### config.mk
export PLATFORM = sky130hd
export DESIGN_NAME = fp_add_seq_ctrl
export DESIGN_NICKNAME = d
export VERILOG_FILES = /design/src/rtl/fp_add_pkg.sv /design/src/rtl/fp_add_seq_ctrl_cmp.sv /design/src/rtl/fp_add_seq_ctrl.sv
export SDC_FILE = /design/constraint.sdc
export NUM_CORES = 1
export LEC_CHECK = 0
export ABC_AREA = 0
export CORE_ASPECT_RATIO = 1.1
export CORE_MARGIN = 2
export CORE_UTILIZATION = 40
export DETAILED_ROUTE_END_ITERATION = 10
export PLACE_DENSITY = 0.68
export SLEW_MARGIN = 20
export SYNTH_ARGS = -nofsm -noshare
export SYNTH_HDL_FRONTEND = slang
export SYNTH_SLANG_ARGS = --single-unit
### constraint.sdc
create_clock -name clk -period 3.3 [get_ports clk]
set_input_delay 0.99 -clock clk [delete_from_list [all_inputs] [get_ports clk]]
set_output_delay 0.99 -clock clk [all_outputs]
set_load 0.01 [all_outputs]
### src/rtl/fp_add_pkg.sv
// Shared constants, IEEE-754 single field slices and FSM state type for the fp adder sequencer.
package fp_add_pkg;

    localparam int EXP_W    = 8;
    localparam int MAN_W    = 23;
    localparam logic [EXP_W-1:0] EXP_MAX = EXP_W'(255);

    localparam int SIGN_BIT = 31;
    localparam int EXP_HI   = 30;
    localparam int EXP_LO   = 23;
    localparam int MAN_HI   = 22;
    localparam int MAN_LO   = 0;

    typedef enum logic [2:0] {
        ST_IDLE,
        ST_CMP,
        ST_ALIGN,
        ST_ADD,
        ST_NORM,
        ST_DONE
    } state_t;

endpackage

### src/rtl/fp_add_seq_ctrl_cmp.sv
// Exponent compare for the CMP stage: picks the large operand and the alignment distance.
module comparare_exp
    import fp_add_pkg::*;
(
    input  logic [EXP_W-1:0] exp_a,
    input  logic [EXP_W-1:0] exp_b,
    output logic [EXP_W:0]   valoare,
    output logic [EXP_W-1:0] exp
);

    // valoare[EXP_W]=1: A is large and B's mantissa is the one that shifts; ties go to B.
    always_comb begin
        if (exp_a > exp_b) begin
            valoare = {1'b1, exp_a - exp_b};
            exp     = exp_a;
        end else begin
            valoare = {1'b0, exp_b - exp_a};
            exp     = exp_b;
        end
    end

endmodule

### src/rtl/fp_add_seq_ctrl.sv
// Multi-cycle single-precision adder sequencer: compare, bit-serial align, add, bit-serial normalise.
// Optional status flags (flag_ovf, flag_zero, flag_inexact) are built when FPADD_STATUS_EN is defined.
//
// state | meaning
// IDLE  | ready for an operand pair
// CMP   | compare exponents, unpack mantissas, catch inf/NaN operands
// ALIGN | shift small mantissa right, one bit per cycle (or zero it outright)
// ADD   | add or subtract magnitudes, handle carry and overflow
// NORM  | shift sum left until the hidden bit is set, then pack
// DONE  | hold result until the consumer accepts it
module fp_add_seq_ctrl
    import fp_add_pkg::*;
#(
    parameter int MAX_ALIGN = 26
) (
    input  logic        clk,
    input  logic        rst_n,
    input  logic        in_valid,
    output logic        in_ready,
    input  logic [31:0] op_a,
    input  logic [31:0] op_b,
    output logic        out_valid,
    input  logic        out_ready,
    output logic [31:0] result,
    output logic        busy
`ifdef FPADD_STATUS_EN
    ,
    output logic        flag_ovf,
    output logic        flag_zero,
    output logic        flag_inexact
`endif
);

    localparam logic [EXP_W-1:0] ALIGN_LIM = EXP_W'(MAX_ALIGN);
    localparam logic [EXP_W-1:0] EXP_ONE   = EXP_W'(1);
    localparam logic [EXP_W-1:0] EXP_TOP   = EXP_MAX - EXP_W'(1);

    state_t            state_q, state_nxt;
    logic [31:0]       a_q, a_nxt, b_q, b_nxt;
    logic [EXP_W-1:0]  diff_q, diff_nxt;
    logic [EXP_W-1:0]  res_exp_q, res_exp_nxt;
    logic [MAN_W:0]    man_l_q, man_l_nxt, man_s_q, man_s_nxt;
    logic [MAN_W:0]    sum_q, sum_nxt;
    logic              sign_l_q, sign_l_nxt, sign_s_q, sign_s_nxt;
    logic              sign_res_q, sign_res_nxt;
    logic [31:0]       result_q, result_nxt;
    logic [MAN_W+1:0]  add_sum;

    logic [EXP_W-1:0]  exp_a, exp_b, cmp_exp;
    logic [EXP_W:0]    cmp_val;
    logic [MAN_W:0]    man_a, man_b;

`ifdef FPADD_STATUS_EN
    logic ovf_q, ovf_nxt, zero_q, zero_nxt, inx_q, inx_nxt;
`endif

    assign exp_a = a_q[EXP_HI:EXP_LO];
    assign exp_b = b_q[EXP_HI:EXP_LO];
    // Zero exponent flushes the operand to zero, subnormals included.
    assign man_a = (exp_a != '0) ? {1'b1, a_q[MAN_HI:MAN_LO]} : '0;
    assign man_b = (exp_b != '0) ? {1'b1, b_q[MAN_HI:MAN_LO]} : '0;

    comparare_exp u_cmp (
        .exp_a   (exp_a),
        .exp_b   (exp_b),
        .valoare (cmp_val),
        .exp     (cmp_exp)
    );

    always_ff @(posedge clk or negedge rst_n) begin
        if (!rst_n) begin
            state_q    <= ST_IDLE;
            a_q        <= '0;
            b_q        <= '0;
            diff_q     <= '0;
            res_exp_q  <= '0;
            man_l_q    <= '0;
            man_s_q    <= '0;
            sum_q      <= '0;
            sign_l_q   <= 1'b0;
            sign_s_q   <= 1'b0;
            sign_res_q <= 1'b0;
            result_q   <= '0;
`ifdef FPADD_STATUS_EN
            ovf_q      <= 1'b0;
            zero_q     <= 1'b0;
            inx_q      <= 1'b0;
`endif
        end else begin
            state_q    <= state_nxt;
            a_q        <= a_nxt;
            b_q        <= b_nxt;
            diff_q     <= diff_nxt;
            res_exp_q  <= res_exp_nxt;
            man_l_q    <= man_l_nxt;
            man_s_q    <= man_s_nxt;
            sum_q      <= sum_nxt;
            sign_l_q   <= sign_l_nxt;
            sign_s_q   <= sign_s_nxt;
            sign_res_q <= sign_res_nxt;
            result_q   <= result_nxt;
`ifdef FPADD_STATUS_EN
            ovf_q      <= ovf_nxt;
            zero_q     <= zero_nxt;
            inx_q      <= inx_nxt;
`endif
        end
    end

    always_comb begin
        state_nxt    = state_q;
        a_nxt        = a_q;
        b_nxt        = b_q;
        diff_nxt     = diff_q;
        res_exp_nxt  = res_exp_q;
        man_l_nxt    = man_l_q;
        man_s_nxt    = man_s_q;
        sum_nxt      = sum_q;
        sign_l_nxt   = sign_l_q;
        sign_s_nxt   = sign_s_q;
        sign_res_nxt = sign_res_q;
        result_nxt   = result_q;
        add_sum      = {1'b0, man_l_q} + {1'b0, man_s_q};
`ifdef FPADD_STATUS_EN
        ovf_nxt      = ovf_q;
        zero_nxt     = zero_q;
        inx_nxt      = inx_q;
`endif

        case (state_q)
            ST_IDLE: begin
                if (in_valid) begin
                    a_nxt     = op_a;
                    b_nxt     = op_b;
                    state_nxt = ST_CMP;
`ifdef FPADD_STATUS_EN
                    ovf_nxt   = 1'b0;
                    zero_nxt  = 1'b0;
                    inx_nxt   = 1'b0;
`endif
                end
            end

            ST_CMP: begin
                res_exp_nxt = cmp_exp;
                diff_nxt    = cmp_val[EXP_W-1:0];
                if (cmp_val[EXP_W]) begin
                    man_l_nxt  = man_a;
                    sign_l_nxt = a_q[SIGN_BIT];
                    man_s_nxt  = man_b;
                    sign_s_nxt = b_q[SIGN_BIT];
                end else begin
                    man_l_nxt  = man_b;
                    sign_l_nxt = b_q[SIGN_BIT];
                    man_s_nxt  = man_a;
                    sign_s_nxt = a_q[SIGN_BIT];
                end
                if (exp_a == EXP_MAX || exp_b == EXP_MAX) begin
                    result_nxt = (exp_a == EXP_MAX) ? a_q : b_q;
                    state_nxt  = ST_DONE;
                end else if (cmp_val[EXP_W-1:0] == '0) begin
                    state_nxt = ST_ADD;
                end else begin
                    state_nxt = ST_ALIGN;
                end
            end

            ST_ALIGN: begin
                if (diff_q >= ALIGN_LIM) begin
                    man_s_nxt = '0;
                    state_nxt = ST_ADD;
`ifdef FPADD_STATUS_EN
                    inx_nxt   = inx_q | (man_s_q != '0);
`endif
                end else begin
                    man_s_nxt = man_s_q >> 1;
                    diff_nxt  = diff_q - EXP_ONE;
`ifdef FPADD_STATUS_EN
                    inx_nxt   = inx_q | man_s_q[0];
`endif
                    if (diff_q == EXP_ONE)
                        state_nxt = ST_ADD;
                end
            end

            ST_ADD: begin
                if (sign_l_q == sign_s_q) begin
                    sign_res_nxt = sign_l_q;
                    if (add_sum[MAN_W+1]) begin
                        if (res_exp_q == EXP_TOP) begin
                            result_nxt = {sign_l_q, EXP_MAX, {MAN_W{1'b0}}};
                            state_nxt  = ST_DONE;
`ifdef FPADD_STATUS_EN
                            ovf_nxt    = 1'b1;
`endif
                        end else begin
                            sum_nxt     = add_sum[MAN_W+1:1];
                            res_exp_nxt = res_exp_q + EXP_ONE;
                            state_nxt   = ST_NORM;
`ifdef FPADD_STATUS_EN
                            inx_nxt     = inx_q | add_sum[0];
`endif
                        end
                    end else begin
                        sum_nxt   = add_sum[MAN_W:0];
                        state_nxt = ST_NORM;
                    end
                end else if (man_l_q == man_s_q) begin
                    result_nxt = '0;
                    state_nxt  = ST_DONE;
`ifdef FPADD_STATUS_EN
                    zero_nxt   = 1'b1;
`endif
                end else if (man_l_q > man_s_q) begin
                    sum_nxt      = man_l_q - man_s_q;
                    sign_res_nxt = sign_l_q;
                    state_nxt    = ST_NORM;
                end else begin
                    // Equal exponents can leave the nominally small operand with the larger mantissa.
                    sum_nxt      = man_s_q - man_l_q;
                    sign_res_nxt = sign_s_q;
                    state_nxt    = ST_NORM;
                end
            end

            ST_NORM: begin
                if (sum_q[MAN_W]) begin
                    result_nxt = {sign_res_q, res_exp_q, sum_q[MAN_HI:0]};
                    state_nxt  = ST_DONE;
                end else if (res_exp_q <= EXP_ONE) begin
                    result_nxt = '0;
                    state_nxt  = ST_DONE;
`ifdef FPADD_STATUS_EN
                    zero_nxt   = 1'b1;
`endif
                end else begin
                    sum_nxt     = sum_q << 1;
                    res_exp_nxt = res_exp_q - EXP_ONE;
                end
            end

            ST_DONE: begin
                if (out_ready) begin
                    state_nxt = ST_IDLE;
`ifdef FPADD_STATUS_EN
                    ovf_nxt   = 1'b0;
                    zero_nxt  = 1'b0;
                    inx_nxt   = 1'b0;
`endif
                end
            end

            default: state_nxt = ST_IDLE;
        endcase
    end

    assign in_ready  = (state_q == ST_IDLE);
    assign out_valid = (state_q == ST_DONE);
    assign busy      = (state_q != ST_IDLE);
    assign result    = result_q;

`ifdef FPADD_STATUS_EN
    assign flag_ovf     = ovf_q;
    assign flag_zero    = zero_q;
    assign flag_inexact = inx_q;
`endif

endmodule
==> out/qor.yml <==
cts:
  cts_clock_pin_slew_for_the_worst_setup_and_hold_paths_ns: 0.07
  cts-root-to-sink-buffers: 2
  cts_bufs_inserted: 17
  cts-htree-levels: 4
  root_driver: "clkbuf_16"
  clock_insertion_delay_worst_skew_ns: 0.45
  cts_tree: "built"
  cts-hold-fix-buffers: 0
  clock_sink_count: 190
timing:
  worst_tran_pin_value_ns: 1.04
  hold_slack_ns: 0.488
  final_min_period_over_clock_period: 1.02
  report.final.slew_viol_count: 0
  clock_skew_ns: 0.0154
  max-slew-margin-rel: 0.304
  setup-violations-final: 43
  final_critical_path_setup_slack_ns: -0.0760
  rsz0062_at_grt: "yes"
  fmax_mhz: 296
  setup_total_negative_slack_ns: -2.09
  post-route-min-period_ns: 3.38
  final_hold_viol_count: 0
yosys:
  postSynthRegisterBits: 190
  fraction_of_synthesized_cell_area_in_xor_and_xnor_cells: 0.0259
  muxShareOfSynthArea: 0.0611
  synth_top_family_by_area: "compound AO/OA/AOI/OAI gates"
  synth.yosys.seq_area_share: 0.335
  avgSynthCellArea_um2: 8.20
  async_flop_share: 1.00
  synth_enable_flop_cells: 0
  netlist_area_um2: 14200
  postSynthNetCount: 1899
  synthFlopType: "dfrtp_1"
  compound_cell_area_share_of_the_yosys_netlist: 0.258
  synthesized_instance_count: 1732
  simple_gate_portion_of_the_synthesized_area: 0.169
  synth-adder-area-share: 0.0899
  post_synth_num_cell_types: 80
  synth_warnings: 0
global_routing:
  grt_max_degree: 80
  globalRouteMet2Util: 0.431
  antenna_found_initial: 0
  via_count_of_the_first_global_routing_pass: 13819
  grtUsageTotal: 0.268
  grt_pass1_wl_mm: 77.8
  global_route.peak_usage_layer: "met2"
  use_met3: 0.0310
  gr-usage-met1: 0.374
  gr-total-overflow: 0
route:
  viasPerCell: 6.12
  drt_iter0_markers: 1500
  detailroute.via_count: 14354
  route.detailed.wl_per_inst_um: 21.6
  route.antenna.remaining_nets: 0
  drc_errors: 0
  drt_wl_total_mm: 50.6
  firstDrtPassIters: 7
final_layout:
  mostFrequentLayoutCell: "a21oi_1"
  drive_gt1_frac: 0.191
  insertedDiodeCount: 0
  layout.nets: 2057
  post_layout_nonfiller_instances: 2347
  filler_cell_count: 3231
  top_library_cells_by_usage_in_the_layout_fill_and_taps_aside: "a21oi_1 (192), dfrtp_1 (190), nand2_1 (171)"
  area_delta_synth_final_pct: 25.4
worst_setup_path:
  crit-reg2reg-capture: "result[2]"
  worstPathMaxFanout: 8
  crit-reg2reg-launch: "man_s_q[0]"
  criticalPathCategory: "reg2reg"
  critPathArrivalTime_ns: 3.71
  worstPathRequired_ns: 3.64
  critPathLaunchType: "flip-flop"
  timing.reg2reg.setup_slack_ns: -0.08
  rr_worst_depth: 16
  critical_path.endpoint_type: "flip-flop"
status:
  violated_checks: "setup timing"
  run_status: "complete, but fails checks"
place:
  pre_cts_slack_ns: -0.169
  hpwl_mm: 37.6
  placedCellCount: 2294
  io_buf_count: 102
  gp_congestion: 0.984
floorplan:
  placement_rows: 72
  floorplan.die_area_um2: 37000
  num_io_pins: 103
  initial_utilization: 0.405
  die_width_um: 184
  die_y_um: 202
  area_of_the_core_um2: 35000
min_path:
  hp-class: "in2async"
job:
  drv_cap: 0
-- flip-flops by register name (all words and copies together), names as in the netlist --
name	flops
sign_s_q	1
man_s_q	24
sign_l_q	1
result	32
man_l_q	24
sum_q	24
res_exp_q	8
b_q	32
diff_q	8
sign_res_q	1
a_q	32
state_q	3
-- cell type report --
type | instances | area (um^2) | share of cell area
clock buffers | 19 | 443 | 0.0249
clock inverters | 13 | 126 | 0.00710
inverters | 101 | 382 | 0.0214
multi-input cells | 1322 | 9010 | 0.507
flip-flops and latches | 190 | 4750 | 0.267
well taps | 444 | 556 | 0.0312
repair buffers | 258 | 2520 | 0.142
-- logic make-up (layout without fill, tap and decap cells) --
family	after synthesis	after routing
xor gates and xnor gates	42	42
AOI/OAI and AO/OA	580	580
and+or+nand+nor	520	521
buffers and inverters	221	391
adders and majority gates	99	99
DFF	190	190
muxes	80	80
-- through the flow --
stage	util	area, um^2
after floorplan	-	14200
after global placement	0.471	16500
after detailed placement	0.471	16500
after CTS	0.494	17300
after global routing	0.508	17800
final	0.508	17800
-- layer usage --
layer	share of wire	vias up	wire length, um
met1	0.44	7066	22300
met2	0.47	642	23700
met5	0	-	0
li1	-	6549	-
met4	0.028	0	1420
met3	0.064	97	3260
-- repair_timing --
action	4_1_cts	5_1_grt
cloned	3	5
endpoints found under the setup margin	62	63
buffers inserted	11	7
pin swaps	10	50
resized for setup	17	113
-- cell usage after synthesis, drive strengths merged (6+ instances only) --
cell type / number / area (um^2)
nor3: 19 / 105
mux2i: 27 / 270
clkbuf: 90 / 338
nor2: 115 / 437
nand2: 199 / 747
a2111oi: 6 / 77.6
nor2b: 16 / 100
and3: 13 / 81.3
a221oi: 43 / 377
mux2: 53 / 597
nand4: 20 / 131
dfrtp: 190 / 4750
o211ai: 23 / 178
a31oi: 58 / 363
nor4: 7 / 43.8
inv: 99 / 372
o311ai: 7 / 61.3
nand3b: 6 / 45.0
a21o: 18 / 135
and2: 10 / 62.6
buf: 30 / 151
o21ai: 131 / 663
or3: 9 / 56.3
ha: 94 / 1180
xor2: 6 / 52.6
nand2b: 15 / 93.8
nand3: 76 / 380
xnor2: 36 / 315
o31a: 6 / 52.6
a211oi: 13 / 97.6
a21oi: 201 / 1020
o21bai: 11 / 82.6
-- critical path: stages, from the launching register on --
cell and delay [ns]:
dfrtp_1 0.36, ha_2 0.19, inv_2 0.04, fa_2 0.38, o21bai_4 0.16, o2111ai_4 0.15, buf_6 0.16, a2111oi_4 0.37
o21ai_2 0.15, o211a_4 0.29, o31ai_4 0.26, buf_6 0.14, nand4_4 0.10, buf_12 0.20, clkbuf_16 0.18, nand2_2 0.07
o21ai_1 0.05
-- worst max path at each step --
stage	startpoint	end	slack, ns	cells past startpoint
finish	man_s_q[0]	result[2]	-0.08	16
global route	man_s_q[0]	result[1]	-0.20	16
CTS	man_s_q[0]	result[6]	-0.09	16
detailed placement	man_s_q[0]	sum_q[2]	-0.17	14
global placement	man_l_q[0]	sum_q[22]	-0.13	14
floorplan	man_l_q[1]	sum_q[22]	0.01	13
Power is left out: the tool's default activity adds up to more than one toggle a clock period on the data nets, which glitch-free logic cannot reach.
